===== config.mk =====
export PLATFORM = sky130hd
export DESIGN_NAME = pixel_cursor_ctrl
export DESIGN_NICKNAME = d
export VERILOG_FILES = /design/src/rtl/pixel_cursor_pkg.sv /design/src/rtl/pixel_cursor_ctrl_axis_repeat.sv /design/src/rtl/pixel_cursor_ctrl.sv
export SDC_FILE = /design/constraint.sdc
export NUM_CORES = 1
export LEC_CHECK = 0
export ABC_AREA = 1
export BUFFER_PORTS_ARGS = -buffer_cell sky130_fd_sc_hd__buf_2
export CORE_AREA = 2 2 61 63
export DETAILED_ROUTE_END_ITERATION = 16
export DIE_AREA = 0 0 63 65
export HOLD_SLACK_MARGIN = 0.05
export PLACE_DENSITY = 0.89
export RECOVER_POWER = 50
export SLEW_MARGIN = 20
export SYNTH_ARGS = -nofsm -noshare
export SYNTH_HDL_FRONTEND = slang
export SYNTH_SLANG_ARGS = --single-unit
export TNS_END_PERCENT = 1

===== constraint.sdc =====
create_clock -name clk -period 2 [get_ports clk]
set_input_delay 0.4 -clock clk [delete_from_list [all_inputs] [get_ports clk]]
set_output_delay 0.4 -clock clk [all_outputs]
set_load 0.05 [all_outputs]

===== src/rtl/pixel_cursor_pkg.sv =====
// Shared types and helpers for the pixel cursor controller.
package pixel_cursor_pkg;

  // Widest row_select vector the index helper accepts.
  localparam int unsigned SEL_W = 32;

  // Hold-to-repeat state of one axis.
  typedef enum logic [1:0] {
    ST_IDLE,
    ST_WAIT,
    ST_REPEAT
  } rpt_state_t;

  // Requested step direction of one axis.
  typedef enum logic [1:0] {
    DIR_NONE,
    DIR_INC,
    DIR_DEC
  } step_dir_t;

  // Index of the highest set bit; 0 for an all-zero vector.
  function automatic int unsigned onehot_to_idx(input logic [SEL_W-1:0] vec);
    int unsigned idx;
    idx = 0;
    for (int unsigned i = 0; i < SEL_W; i++) begin
      if (vec[i]) idx = i;
    end
    return idx;
  endfunction

endpackage : pixel_cursor_pkg


===== src/rtl/pixel_cursor_ctrl_axis_repeat.sv =====
// One cursor axis: resolves inc/dec button levels into a direction and
// produces a single-cycle step strobe with hold-to-repeat timing.
module axis_repeat
  import pixel_cursor_pkg::*;
#(
  parameter int unsigned REPEAT_DELAY = 16,
  parameter int unsigned REPEAT_RATE  = 4
) (
  input  logic      clk,
  input  logic      rst_n,
  input  logic      i_inc,
  input  logic      i_dec,
  input  logic      i_clear,
  output logic      o_step,
  output step_dir_t o_dir
);

  localparam int unsigned CNT_MAX  = (REPEAT_DELAY > REPEAT_RATE) ? REPEAT_DELAY : REPEAT_RATE;
  localparam int unsigned CW       = (CNT_MAX > 1) ? $clog2(CNT_MAX) : 1;
  localparam logic [CW-1:0] DLY_LAST  = CW'(REPEAT_DELAY - 1);
  localparam logic [CW-1:0] RATE_LAST = CW'(REPEAT_RATE - 1);

  rpt_state_t    r_state;
  step_dir_t     r_dir;
  logic [CW-1:0] r_cnt;

  step_dir_t     w_dir;
  logic          w_hold;
  logic          w_step;

  // Resolve the two button levels; both or neither pressed means no direction.
  always_comb begin
    w_dir = DIR_NONE;
    if (i_inc && !i_dec)      w_dir = DIR_INC;
    else if (i_dec && !i_inc) w_dir = DIR_DEC;
  end

  // Step strobe is combinational so the position register moves on the same
  // edge that samples the button; an idle FSM treats any held level as a fresh
  // press, which covers reset-while-held and direction changes.
  always_comb begin
    w_hold = (w_dir == r_dir);
    w_step = 1'b0;
    if (!i_clear && (w_dir != DIR_NONE)) begin
      unique case (r_state)
        ST_IDLE:   w_step = 1'b1;
        ST_WAIT:   w_step = w_hold && (r_cnt == DLY_LAST);
        ST_REPEAT: w_step = w_hold && (r_cnt == RATE_LAST);
        default:   w_step = 1'b0;
      endcase
    end
  end

  assign o_step = w_step;
  assign o_dir  = w_dir;

  // Repeat FSM: delay before the first repeat, then a fixed repeat rate.
  always_ff @(posedge clk or negedge rst_n) begin
    if (!rst_n) begin
      r_state <= ST_IDLE;
      r_dir   <= DIR_NONE;
      r_cnt   <= '0;
    end else if (i_clear || (w_dir == DIR_NONE)) begin
      r_state <= ST_IDLE;
      r_dir   <= DIR_NONE;
      r_cnt   <= '0;
    end else begin
      unique case (r_state)
        ST_IDLE: begin
          r_state <= ST_WAIT;
          r_dir   <= w_dir;
          r_cnt   <= '0;
        end
        ST_WAIT: begin
          if (!w_hold) begin
            r_state <= ST_IDLE;
            r_dir   <= DIR_NONE;
            r_cnt   <= '0;
          end else if (r_cnt == DLY_LAST) begin
            r_state <= ST_REPEAT;
            r_cnt   <= '0;
          end else begin
            r_cnt   <= r_cnt + CW'(1);
          end
        end
        ST_REPEAT: begin
          if (!w_hold) begin
            r_state <= ST_IDLE;
            r_dir   <= DIR_NONE;
            r_cnt   <= '0;
          end else if (r_cnt == RATE_LAST) begin
            r_cnt   <= '0;
          end else begin
            r_cnt   <= r_cnt + CW'(1);
          end
        end
        default: begin
          r_state <= ST_IDLE;
          r_dir   <= DIR_NONE;
          r_cnt   <= '0;
        end
      endcase
    end
  end

endmodule : axis_repeat


===== src/rtl/pixel_cursor_ctrl.sv =====
// Cursor position controller for the LED-matrix grid: x from left/right,
// y from up/down or a one-hot row pick, with wrap or saturate at the edges.
// Optional blink output enabled by defining CURSOR_BLINK_EN.
module pixel_cursor_ctrl
  import pixel_cursor_pkg::*;
#(
  parameter int unsigned COLS         = 8,
  parameter int unsigned ROWS         = 8,
  parameter int unsigned WRAP         = 1,
  parameter int unsigned REPEAT_DELAY = 16,
  parameter int unsigned REPEAT_RATE  = 4,
  parameter int unsigned BLINK_PERIOD = 32,
  localparam int unsigned XW = (COLS > 1) ? $clog2(COLS) : 1,
  localparam int unsigned YW = (ROWS > 1) ? $clog2(ROWS) : 1
) (
  input  logic            clk,
  input  logic            reset,
  input  logic            left,
  input  logic            right,
  input  logic            up,
  input  logic            down,
  input  logic [ROWS-1:0] row_select,
  output logic [XW-1:0]   cur_x,
  output logic [YW-1:0]   cur_y,
  output logic            moved,
  output logic            cursor_on
);

  localparam logic [XW:0] X_LAST = (XW + 1)'(COLS - 1);
  localparam logic [YW:0] Y_LAST = (YW + 1)'(ROWS - 1);

  if (COLS < 2 || ROWS < 2 || ROWS > SEL_W || REPEAT_DELAY < 1 ||
      REPEAT_RATE < 1 || BLINK_PERIOD < 1) begin : g_bad_params
    $error("pixel_cursor_ctrl: illegal parameter set");
  end

  logic [XW-1:0] r_x;
  logic [YW-1:0] r_y;
  logic          r_chg;
  logic          r_moved;

  logic          w_step_x;
  logic          w_step_y;
  step_dir_t     w_dir_x;
  step_dir_t     w_dir_y;
  logic          w_row_pick;
  logic [XW:0]   w_x_ext;
  logic [YW:0]   w_y_ext;
  logic [XW:0]   w_x_nxt_ext;
  logic [YW:0]   w_y_nxt_ext;
  logic [XW-1:0] w_x_next;
  logic [YW-1:0] w_y_next;
  logic          w_chg;

  assign w_row_pick = |row_select;

  axis_repeat #(
    .REPEAT_DELAY (REPEAT_DELAY),
    .REPEAT_RATE  (REPEAT_RATE)
  ) u_axis_x (
    .clk     (clk),
    .rst_n   (reset),
    .i_inc   (left),
    .i_dec   (right),
    .i_clear (1'b0),
    .o_step  (w_step_x),
    .o_dir   (w_dir_x)
  );

  axis_repeat #(
    .REPEAT_DELAY (REPEAT_DELAY),
    .REPEAT_RATE  (REPEAT_RATE)
  ) u_axis_y (
    .clk     (clk),
    .rst_n   (reset),
    .i_inc   (up),
    .i_dec   (down),
    .i_clear (w_row_pick),
    .o_step  (w_step_y),
    .o_dir   (w_dir_y)
  );

  // Next x: one-bit-wider arithmetic so edge tests work for any COLS.
  always_comb begin
    w_x_ext     = {1'b0, r_x};
    w_x_nxt_ext = w_x_ext;
    if (w_step_x && (w_dir_x == DIR_INC)) begin
      if (w_x_ext == X_LAST) w_x_nxt_ext = (WRAP != 0) ? '0 : w_x_ext;
      else                   w_x_nxt_ext = w_x_ext + (XW + 1)'(1);
    end else if (w_step_x && (w_dir_x == DIR_DEC)) begin
      if (w_x_ext == '0)     w_x_nxt_ext = (WRAP != 0) ? X_LAST : '0;
      else                   w_x_nxt_ext = w_x_ext - (XW + 1)'(1);
    end
    w_x_next = w_x_nxt_ext[XW-1:0];
  end

  // Next y: a row pick overrides any up/down step in the same cycle.
  always_comb begin
    w_y_ext     = {1'b0, r_y};
    w_y_nxt_ext = w_y_ext;
    if (w_row_pick) begin
      w_y_nxt_ext = (YW + 1)'(onehot_to_idx(SEL_W'(row_select)));
    end else if (w_step_y && (w_dir_y == DIR_INC)) begin
      if (w_y_ext == Y_LAST) w_y_nxt_ext = (WRAP != 0) ? '0 : w_y_ext;
      else                   w_y_nxt_ext = w_y_ext + (YW + 1)'(1);
    end else if (w_step_y && (w_dir_y == DIR_DEC)) begin
      if (w_y_ext == '0)     w_y_nxt_ext = (WRAP != 0) ? Y_LAST : '0;
      else                   w_y_nxt_ext = w_y_ext - (YW + 1)'(1);
    end
    w_y_next = w_y_nxt_ext[YW-1:0];
  end

  assign w_chg = (w_x_next != r_x) || (w_y_next != r_y);

  // Position registers; moved trails the position change by one cycle.
  always_ff @(posedge clk or negedge reset) begin
    if (!reset) begin
      r_x     <= '0;
      r_y     <= '0;
      r_chg   <= 1'b0;
      r_moved <= 1'b0;
    end else begin
      r_x     <= w_x_next;
      r_y     <= w_y_next;
      r_chg   <= w_chg;
      r_moved <= r_chg;
    end
  end

  assign cur_x = r_x;
  assign cur_y = r_y;
  assign moved = r_moved;

`ifdef CURSOR_BLINK_EN
  localparam int unsigned BW = (BLINK_PERIOD > 1) ? $clog2(BLINK_PERIOD) : 1;
  localparam logic [BW-1:0] B_LAST = BW'(BLINK_PERIOD - 1);

  logic [BW-1:0] r_blink_cnt;
  logic          r_on;

  // Blink timer; any position change shows the cursor and restarts the phase.
  always_ff @(posedge clk or negedge reset) begin
    if (!reset) begin
      r_blink_cnt <= '0;
      r_on        <= 1'b1;
    end else if (w_chg) begin
      r_blink_cnt <= '0;
      r_on        <= 1'b1;
    end else if (r_blink_cnt == B_LAST) begin
      r_blink_cnt <= '0;
      r_on        <= ~r_on;
    end else begin
      r_blink_cnt <= r_blink_cnt + BW'(1);
    end
  end

  assign cursor_on = r_on;
`else
  assign cursor_on = 1'b1;
`endif

endmodule : pixel_cursor_ctrl


======== Yosys cells after proc, flatten, opt, wreduce, memory -nomap -nowiden ========
Cells that the tools add are included.
cells by class
  add/subtract/negate cells ............... 6
  equal/unequal tests ..................... 24
  multiplexer cells ....................... 50
  reduce and logical (&&, ||, !) cells .... 33
operators by type and width
  kind                 count
  $mux 3               15
  $mux 4               10
  $mux 2               14
  $pmux 4 s2           2
  $logic_and 1x1->1    13
  $ne 3x3->1 const B   4
  $pmux 2 s3           2
  $add 4x1->4 const B  2
  $eq 2x1->1 const B   4
  $eq 2x2->1 const B   4
  $eq 4x2->1 const B   2
  $eq 4x4->1 const B   2
  $logic_not 2->1      4
  $ne 4x4->1 const B   2
  $pmux 2 s2           2
  $reduce_or 8->1      1
  $add 3x1->3 const B  2
  $eq 3x3->1 const B   2
  $logic_not 3->1      2
  $ne 3x3->1           2
  $pmux 1 s3           2
  $sub 3x1->3 const B  2
  $logic_not 1->1      5
  $eq 2x2->1           2
  other kinds (5)      11
storage, ports and cells
  register bits after elaboration ......... 24
  input bits .............................. 14
  output and inout bits ................... 8
  word-level logic and storage cells ...... 123

======== Logic depth before layout (Yosys ltp) ========
Gate-level depths: netlist of run 1.
  depth in word-level cells ............... 14
  gate-level depth with buffers ........... 18

======== Modules after synthesis ========
Synthesis of run 1 repeated with hierarchy kept, for this count alone.
unflattened totals
  cell total of the unflattened synthesis .. 307
  area total of the unflattened synthesis .. 2120.8 µm²
modules (own cells, without submodules)
  module             instances  cells an instance  area each (µm²)  sequential area each (µm²)
  axis_repeat        2          80                 631.9            200.2
  pixel_cursor_ctrl  1          147                857.1            200.2

======== Worst setup path before layout of run 1 ========
Ideal clock, no wire load.
  kind .................................... flip-flop to flip-flop
  start ................................... register r_y[0], in the netlist cur_y[0]
  end ..................................... register r_chg
  setup time .............................. 0.125 ns
  data arrival time ....................... 1.910 ns
  data required time ...................... 1.875 ns
  setup slack ............................. -0.036 ns
  cell stages (with the launch flop) ...... 12
  period minus slack after synthesis ...... 2.036 ns
  cell sequence ........................... dfrtp_1 -> inv_1 -> ha_1 -> or2_2 -> nand3_1 -> nand4_1 -> nand3_1 -> nand3_2 -> nand2_2 -> nand2_1 -> nand2_1 -> nand3_1
between the ends
  cells in the longest elaborated chain, start to end .. 7
ends and longest elaborated chain
  item                                            RTL line                                            RTL
  start, declared                                 pixel_cursor_ctrl.sv:38                             logic [YW-1:0] r_y;
  start signal, assigned                          pixel_cursor_ctrl.sv:124                            r_y <= w_y_next;
  $sub 3x1->3 or $logic_not 3->1 (tied branches)  pixel_cursor_ctrl.sv:108, pixel_cursor_ctrl.sv:107
  $mux 3                                          pixel_cursor_ctrl.sv:107                            if (w_y_ext == '0) w_y_nxt_ext = (WRAP != 0) ? Y_LAST : '0;
  $mux 3                                          pixel_cursor_ctrl.sv:106                            end else if (w_step_y && (w_dir_y == DIR_DEC)) begin
  $mux 3 (*)                                      pixel_cursor_ctrl.sv:103                            end else if (w_step_y && (w_dir_y == DIR_INC)) begin
  $mux 3 (*)                                      pixel_cursor_ctrl.sv:101                            if (w_row_pick) begin
  net w_y_nxt_ext[2]                              pixel_cursor_ctrl.sv:50                             logic [YW:0] w_y_nxt_ext;
  $ne 3x3->1 (*)                                  pixel_cursor_ctrl.sv:113                            assign w_chg = (w_x_next != r_x) || (w_y_next != r_y);
  $logic_or 1x1->1 (*)                            pixel_cursor_ctrl.sv:113
  net w_chg                                       pixel_cursor_ctrl.sv:53                             logic w_chg;
  end signal, assigned                            pixel_cursor_ctrl.sv:125                            r_chg <= w_chg;
  end, declared                                   pixel_cursor_ctrl.sv:39                             logic r_chg;
The timed path passes the listed nets; every way through them passes the cells marked *.
A chain may end at the register's enable or synchronous reset.

======== Worst setup path in the final report of run 1 ========
  start ................................... register u_axis_y.r_state[1]
  end ..................................... register r_chg
between the ends
  cells in the longest elaborated chain, start to end .. 9
ends and longest elaborated chain
  item                                      RTL line                             RTL
  start, declared                           pixel_cursor_ctrl_axis_repeat.sv:23  rpt_state_t r_state;
  start signal, assigned                    pixel_cursor_ctrl_axis_repeat.sv:60  r_state <= ST_IDLE;
  start signal, assigned                    pixel_cursor_ctrl_axis_repeat.sv:64  r_state <= ST_IDLE;
  start signal, assigned                    pixel_cursor_ctrl_axis_repeat.sv:70  r_state <= ST_WAIT;
  $eq 2x2->1, or another cell as far along  pixel_cursor_ctrl_axis_repeat.sv:45  unique case (r_state)
  $pmux 1 s3 (*)                            pixel_cursor_ctrl_axis_repeat.sv:45
  $mux 1 (*)                                pixel_cursor_ctrl_axis_repeat.sv:44  if (!i_clear && (w_dir != DIR_NONE)) begin
  $logic_and 1x1->1                         pixel_cursor_ctrl.sv:106
  $mux 3                                    pixel_cursor_ctrl.sv:106
  $mux 3 (*)                                pixel_cursor_ctrl.sv:103
  $mux 3 (*)                                pixel_cursor_ctrl.sv:101
  $ne 3x3->1 (*)                            pixel_cursor_ctrl.sv:113
  $logic_or 1x1->1 (*)                      pixel_cursor_ctrl.sv:113
  net w_chg                                 pixel_cursor_ctrl.sv:53
Marks and branches as above.

==> reports/metrics.cfg, run 1 <==
[yosys]
yosysMostFrequentCell=sky130_fd_sc_hd__nand2_1
synth.cells.most_frequent=sky130_fd_sc_hd__nand2_1 (58), sky130_fd_sc_hd__inv_1 (48), sky130_fd_sc_hd__ha_1 (26)
ys_dominant_reg_cell=sky130_fd_sc_hd__dfrtp_1
synth.lib_cells_used.distinct=32
cells_taking_the_most_area_after_synthesis=sky130_fd_sc_hd__dfrtp_1 (31%), sky130_fd_sc_hd__ha_1 (17%), sky130_fd_sc_hd__nand2_1 (11%)
synth-async-reset-ratio_pct=100
synth-seq-cells=24
synthDominantCellAreaShare_pct=30.9
syn_nets=300
syn_area_per_cell_um2=7.47
post_synthesis_cell_area_mm2=0.00194
yosys_warnings=0
syn-instance-count=260
netlist.top_cell.by_area=sky130_fd_sc_hd__dfrtp_1
synth_edf_count=0
sequential_share_of_the_synthesized_area_pct=30.9

[cells_and_area]
multi_input_comb_area_mm2=0.00127
fill_cells=280
diodes=0
sequential_cell_area_um2=602
final_standard_cell_area_without_fillers_mm2=0.00249
post_layout_nonfiller_instances=363
drive_gt1_share_pct=29.5
area_delta_synth_final_pct=28.1
fin_nets=356

[cts]
cts.sinks=24
cts-buffers-inserted=3
clock_tree_from_tritoncts=built
clock_insertion_delay_worst_skew_ns=0.33
clk_pin_slew_worst_paths_ns=0.13
clock_tree.root_cell=sky130_fd_sc_hd__clkbuf_4
cts_hold_buffers=0
h-tree-depth=1
cts_max_path_buffers=2

[pwr]
netSwitchingPower_w=0.000842
totalPowerFinal_w=0.00187
p_leak_nw=1.26
switching_share_pct=45.0
power.density_cell_area_mw_per_mm2=752
pwr-share-clk_pct=14.2
combinationalPowerShare_pct=52.9
power_frac_seq_pct=32.9
max-vdd-ir-drop_v=0.000409
cell_internal_pwr_w=0.00103

[critical_path]
startpoint_type=flip-flop
cp.arrival_ns=2.23
largest_fanout_on_the_critical_path=7
setup.reg_to_reg.worst_slack_ns=-0.01
cp.required_ns=2.22
end_kind=flip-flop
critical_path_class=reg -> reg

[sta]
setup_viol=1
setup_ws_ns=-0.0134
timing.hold.ws_ns=0.332
tightestPinTransition_ns=1.32
timing.slew.headroom_pct=12.1
layout_min_cycle_time_ns=2.01
clock-skew-final_ns=0.00358
period_share_pct=101
final_hold_viol_count=0
max_clock_freq_mhz=497
report.final.slew_viol_count=0
rsz0062_at_grt=true

[place]
dp.cells=348
dpl-instance-area_mm2=0.00225
io_port_bufs=20
gp_congestion=0.850
hpwlAfterDp_um=3170

[route]
detail_route.iter0.violations=126
drt-pass1-iter-count=4
total_number_of_vias=1890
route.detailed.vias_per_inst=5.21
wl_um=4770
detail_route.wl_per_cell_um=13.1
drtAntennaViolNets=0
route.detailed.drc=0

[floorplanning]
pin_count=22
dieArea_mm2=0.00410
core_mm2=0.00350
die_height_um=65
start_util_pct=55.6
die_width_um=63
fp-row-count=22

[global_route]
grt_pass1_vias=1833
grt_max_degree=25
antenna_found_initial=0
overflow=0
track_usage_pct=23.1
wire_length_of_the_first_global_routing_pass_um=7480

[flow_run]
cap_violations=0

[status]
violations=negative setup slack
run_status=finished with violations

[hold_path]
worst_hold_check_path_type=in -> async

## what timing repair did
item,CTS,global route
endpoints found under the hold margin,0,0
gates resized for setup,10,17
endpoints found under the setup margin,1,3
pin swaps,2,13
setup buffers,5,6
## kinds of logic (layout without fill, tap and decap cells)
| group | after synthesis | count (layout) | share of synthesized area [%] |
|---|---|---|---|
| buffers and inverters | 51 | 106 | 10.0 |
| DFF | 24 | 24 | 30.9 |
| and+or+nand+nor | 130 | 130 | 32.6 |
| adders and majority gates | 26 | 26 | 16.7 |
| xor gates and xnor gates | 3 | 3 | 1.35 |
| AOI/OAI and AO/OA | 25 | 25 | 8.18 |
| other | 1 | 1 | 0.193 |
## critical path: stages (launching register included)
cell                       delay, ns
sky130_fd_sc_hd__dfrtp_1        0.44
sky130_fd_sc_hd__inv_2          0.09
sky130_fd_sc_hd__ha_4           0.28
sky130_fd_sc_hd__nand3_4        0.08
sky130_fd_sc_hd__o21bai_4       0.22
sky130_fd_sc_hd__nand3_2        0.14
sky130_fd_sc_hd__nand2_2        0.11
sky130_fd_sc_hd__nand3_2        0.07
sky130_fd_sc_hd__nand2_2        0.09
sky130_fd_sc_hd__nand2_2        0.05
sky130_fd_sc_hd__nand2_1        0.07
sky130_fd_sc_hd__nand2_1        0.05
sky130_fd_sc_hd__nor2_1         0.09
sky130_fd_sc_hd__nand3_1        0.10
## worst paths after layout
check,from,endpoint,depth (start not counted)
worst max-delay path,u_axis_y.r_state[1],r_chg,13
worst min-delay path,reset,u_axis_x.r_cnt[0],1
worst max register to register,u_axis_y.r_state[1],r_chg,13
worst min register to register,r_chg,moved,0
max in group asynchronous,reset,cur_y[0],1
min in group clk,r_chg,moved,0
## cell usage in the layout (no fill, tap or decap), drive strengths merged, types with 2 or more instances in the layout
| cell | instances |
|---|---|
| nand2 | 62 |
| inv | 49 |
| buf | 49 |
| nand3 | 30 |
| nor2 | 26 |
| ha | 26 |
| dfrtp | 24 |
| o21ai | 12 |
| nand4 | 7 |
| clkbuf | 7 |
| a21oi | 5 |
| or2 | 3 |
| o22ai | 2 |
| o31ai | 2 |
| xor2 | 2 |
## layer usage
metal / vias to the layer above / wire length [um] / GRT usage [%]
li1: 935 / - / -
met1: 900 / 1930 / 25.7
met2: 43 / 2610 / 44.7
met3: 12 / 118 / 2.08
met4: 0 / 113 / 9.72
met5: - / 0 / 0
## cell type report
class / count / share of cell area [%]
Multi-Input combinational cell: 185 / 50.9
Clock buffer: 4 / 1.46
Inverter: 50 / 7.54
Sequential cell: 24 / 24.2
Tap cell: 48 / 2.41
Timing Repair Buffer: 52 / 13.5
## state kept, by name, indices dropped and copies added, names as in the netlist
register and flops:
r_chg 1, u_axis_y.r_dir 2, u_axis_x.r_state 2, moved 1
cur_x 3, u_axis_x.r_dir 2, cur_y 3, u_axis_x.r_cnt 4
u_axis_y.r_cnt 4, u_axis_y.r_state 2
## power groups by stage
stage / registers (W) / logic (W) / clock network [W]
2_1_floorplan: 0.000750 / 0.000416 / 0
3_3_place_gp: 0.000615 / 0.000806 / 0
3_5_place_dp: 0.000621 / 0.000839 / 0
4_1_cts: 0.000611 / 0.000888 / 0.000272
5_1_grt: 0.000624 / 0.00109 / 0.000285
6_report: 0.000616 / 0.000990 / 0.000266
## through the flow
stage	util, %	worst slack, ns	TNS (ns)
after floorplan	-	0.0227	0
after global placement	64.5	-0.0996	-0.0996
after detailed placement	64.5	-0.173	-0.173
after CTS	67.7	0.000249	0
after global routing	71.2	-0.185	-0.185
final	71.2	-0.0134	-0.0134
(Power assumes the default switching activity.)
==> run 2: changes to the inputs <==
CORE_AREA = 2 2 85 46   (was 2 2 61 63)
DIE_AREA = 0 0 87 48   (was 0 0 63 65)
HOLD_SLACK_MARGIN = 0.03   (was 0.05)
PLACE_DENSITY = 0.81   (was 0.89)
==> run 2 against run 1 <==
  * Largest power group unchanged
  * Fmax is 2.6% lower
  * First-iteration DRC count is 64% higher
  * Combinational power hardly changed
  * Critical path depth is 2 higher
  * Flip-flop and latch count stayed put
  * Sequential share of layout area is 0.31 points lower
  * Largest cell class unchanged
  * The run still ends with negative setup slack left
  * Global-route usage is 0.52 points lower
==> reports/metrics.cfg, run 2 (synthesized netlist as in run 1, its figures left out) <==
[status]
run_status=finished with violations
violations=negative setup slack

[pwr]
switching_share_pct=44.8  ; -0.18 points
pwr-share-clk_pct=17.4  ; +3.2 points
p_leak_nw=1.29  ; +1.8%
cell_internal_pwr_w=0.00109  ; +6.1%
max-vdd-ir-drop_v=0.000372  ; -9.0%
netSwitchingPower_w=0.000887  ; +5.3%
power_frac_seq_pct=31.2  ; -1.7 points
combinationalPowerShare_pct=51.4  ; -1.5 points
power.density_cell_area_mw_per_mm2=785  ; +4.4%

[route]
detail_route.wl_per_cell_um=15.0  ; +14%
drt-pass1-iter-count=4  ; unchanged
detail_route.iter0.violations=207  ; +64%
route.detailed.drc=0  ; unchanged
route.detailed.vias_per_inst=5.51  ; +5.8%
total_number_of_vias=1973  ; +4.4%
wl_um=5380  ; +13%
drtAntennaViolNets=0  ; unchanged

[sta]
setup_ws_ns=-0.0665  ; -0.0531 ns
tightestPinTransition_ns=1.36  ; +0.0368 ns
max_clock_freq_mhz=484  ; -2.6%
layout_min_cycle_time_ns=2.07  ; +0.0531 ns
final_hold_viol_count=0  ; unchanged
report.final.slew_viol_count=0  ; unchanged
rsz0062_at_grt=true
timing.hold.ws_ns=0.374  ; +0.0420 ns
timing.slew.headroom_pct=9.62  ; -2.5 points
clock-skew-final_ns=0.00375  ; +0.000173 ns
period_share_pct=103  ; +2.7 points
setup_viol=2  ; +1

[global_route]
overflow=0  ; unchanged
grtUsageMet2_pct=45.2  ; +0.51 points
gr-max-usage-layer=met2
wire_length_of_the_first_global_routing_pass_um=7230  ; -3.3%
antenna_found_initial=0  ; unchanged
gr-usage-met3_pct=4.31  ; +2.2 points
grt_pass1_vias=1707  ; -6.9%
track_usage_pct=22.6  ; -0.52 points
grt_max_degree=25  ; unchanged
use_met1_pct=25.3  ; -0.37 points

[cells_and_area]
fin_nets=357  ; +0.28%
mostFrequentLayoutCells=sky130_fd_sc_hd__nand2_1 (57), sky130_fd_sc_hd__inv_1 (43), sky130_fd_sc_hd__buf_4 (33), sky130_fd_sc_hd__nand3_1 (23), sky130_fd_sc_hd__dfrtp_1 (23)
drive_gt1_share_pct=29.7  ; +0.22 points
area_delta_synth_final_pct=29.7
fill_cells=216  ; -23%
biggestRegsByFlops=u_axis_x.r_cnt x4, u_axis_y.r_cnt x4
diodes=0  ; unchanged
final_standard_cell_area_without_fillers_mm2=0.00252  ; +1.3%
post_layout_nonfiller_instances=358  ; -1.4%
post-route-util_pct=75.0  ; +3.9 points
commonest_non_fill_non_tap_cell_in_the_layout=sky130_fd_sc_hd__nand2_1

[cts]
clk_pin_slew_worst_paths_ns=0.09  ; -0.04 ns
cts_max_path_buffers=2  ; unchanged
clock_tree_from_tritoncts=built
cts-buffers-inserted=3  ; unchanged
clock_insertion_delay_worst_skew_ns=0.28  ; -0.05 ns
cts.sinks=24  ; unchanged
h-tree-depth=1  ; unchanged
clock_tree.root_cell=sky130_fd_sc_hd__clkbuf_8

[floorplanning]
pin_count=22  ; unchanged
die_width_um=87  ; +38%
fp-row-count=15  ; -32%
dieArea_mm2=0.00418  ; +2.0%
die_height_um=48  ; -26%
core_mm2=0.00336  ; -3.9%
start_util_pct=57.8  ; +2.3 points

[place]
io_port_bufs=20  ; unchanged
dp.cells=343  ; -1.4%
hpwlAfterDp_um=3230  ; +2.1%
place_worst_setup_slack_ns=-0.185  ; -0.0121 ns
dpl-instance-area_mm2=0.00225  ; unchanged
gp_congestion=0.839  ; -1.3%

[critical_path]
end_kind=flip-flop
critical_path_class=reg -> reg
cp.arrival_ns=2.23  ; about the same
startpoint_type=flip-flop
largest_fanout_on_the_critical_path=5  ; -2
cp.required_ns=2.16  ; -0.06 ns

[hold_path]
worst_hold_check_path_type=reg -> reg

[flow_run]
cap_violations=0  ; unchanged

-- run 2: what timing repair did --
action	in CTS	in global routing
hold buffers	0	0
cloned	0	0
setup endpoints to repair	1	1
setup buffers	2	9
pin swaps	1	11
gates resized for setup	1	26
-- run 2: layout make-up --
type / instances / area, um^2 / area share, %
well taps: 42 / 52.6 / 2.08
flip-flops and latches: 24 / 602 / 23.9
inverters: 50 / 188 / 7.44
multi-input cells: 185 / 1280 / 50.7
clock buffers: 4 / 55.1 / 2.18
repair buffers: 53 / 345 / 13.7
-- run 2: path summary, 6_finish.rpt --
kind	from	to	slack (ns)	cells past startpoint
worst max-delay path	u_axis_x.r_state[1]	r_chg	-0.07	15
worst min-delay path	r_chg	moved	0.37	0
worst max register to register	u_axis_x.r_state[1]	r_chg	-0.07	15
worst min register to register	r_chg	moved	0.37	0
max in group asynchronous	reset	cur_y[0]	0.70	1
min in group asynchronous	reset	u_axis_y.r_dir[0]	0.40	1
-- run 2: power by group through the flow --
stage               Combinational (W)  Sequential, W  Clock (W)
detailed placement           0.000849       0.000621          0
floorplan                    0.000416       0.000750          0
CTS                          0.000872       0.000611   0.000333
global route                  0.00110       0.000625   0.000366
finish                        0.00102       0.000617   0.000345
global placement             0.000815       0.000615          0
-- run 2: worst max-delay path: stages, from the launching register on --
cell,delay (ns)
sky130_fd_sc_hd__dfrtp_1,0.41
sky130_fd_sc_hd__inv_2,0.08
sky130_fd_sc_hd__ha_4,0.27
sky130_fd_sc_hd__inv_1,0.04
sky130_fd_sc_hd__a21oi_2,0.11
sky130_fd_sc_hd__nand3_2,0.11
sky130_fd_sc_hd__nand2_4,0.13
sky130_fd_sc_hd__nand3_4,0.10
sky130_fd_sc_hd__inv_2,0.09
sky130_fd_sc_hd__nand3b_1,0.11
sky130_fd_sc_hd__nand2_1,0.11
sky130_fd_sc_hd__nand2_1,0.05
sky130_fd_sc_hd__nand2_1,0.08
sky130_fd_sc_hd__nand3_1,0.08
sky130_fd_sc_hd__nor2_1,0.10
sky130_fd_sc_hd__nand3_1,0.06
-- run 2: stage by stage --
step / power, W / TNS, ns
after floorplan: 0.00117 / 0
after global placement: 0.00143 / -0.135
after detailed placement: 0.00147 / -0.185
after CTS: 0.00182 / 0
after global routing: 0.00209 / -0.315
final: 0.00198 / -0.0857
-- run 2: per-layer routing --
| layer | vias up | share of wire (%) |
|---|---|---|
| li1 | 938 | - |
| met1 | 945 | 41 |
| met2 | 69 | 52 |
| met3 | 21 | 4.5 |
| met4 | 0 | 3.2 |
| met5 | - | 0 |
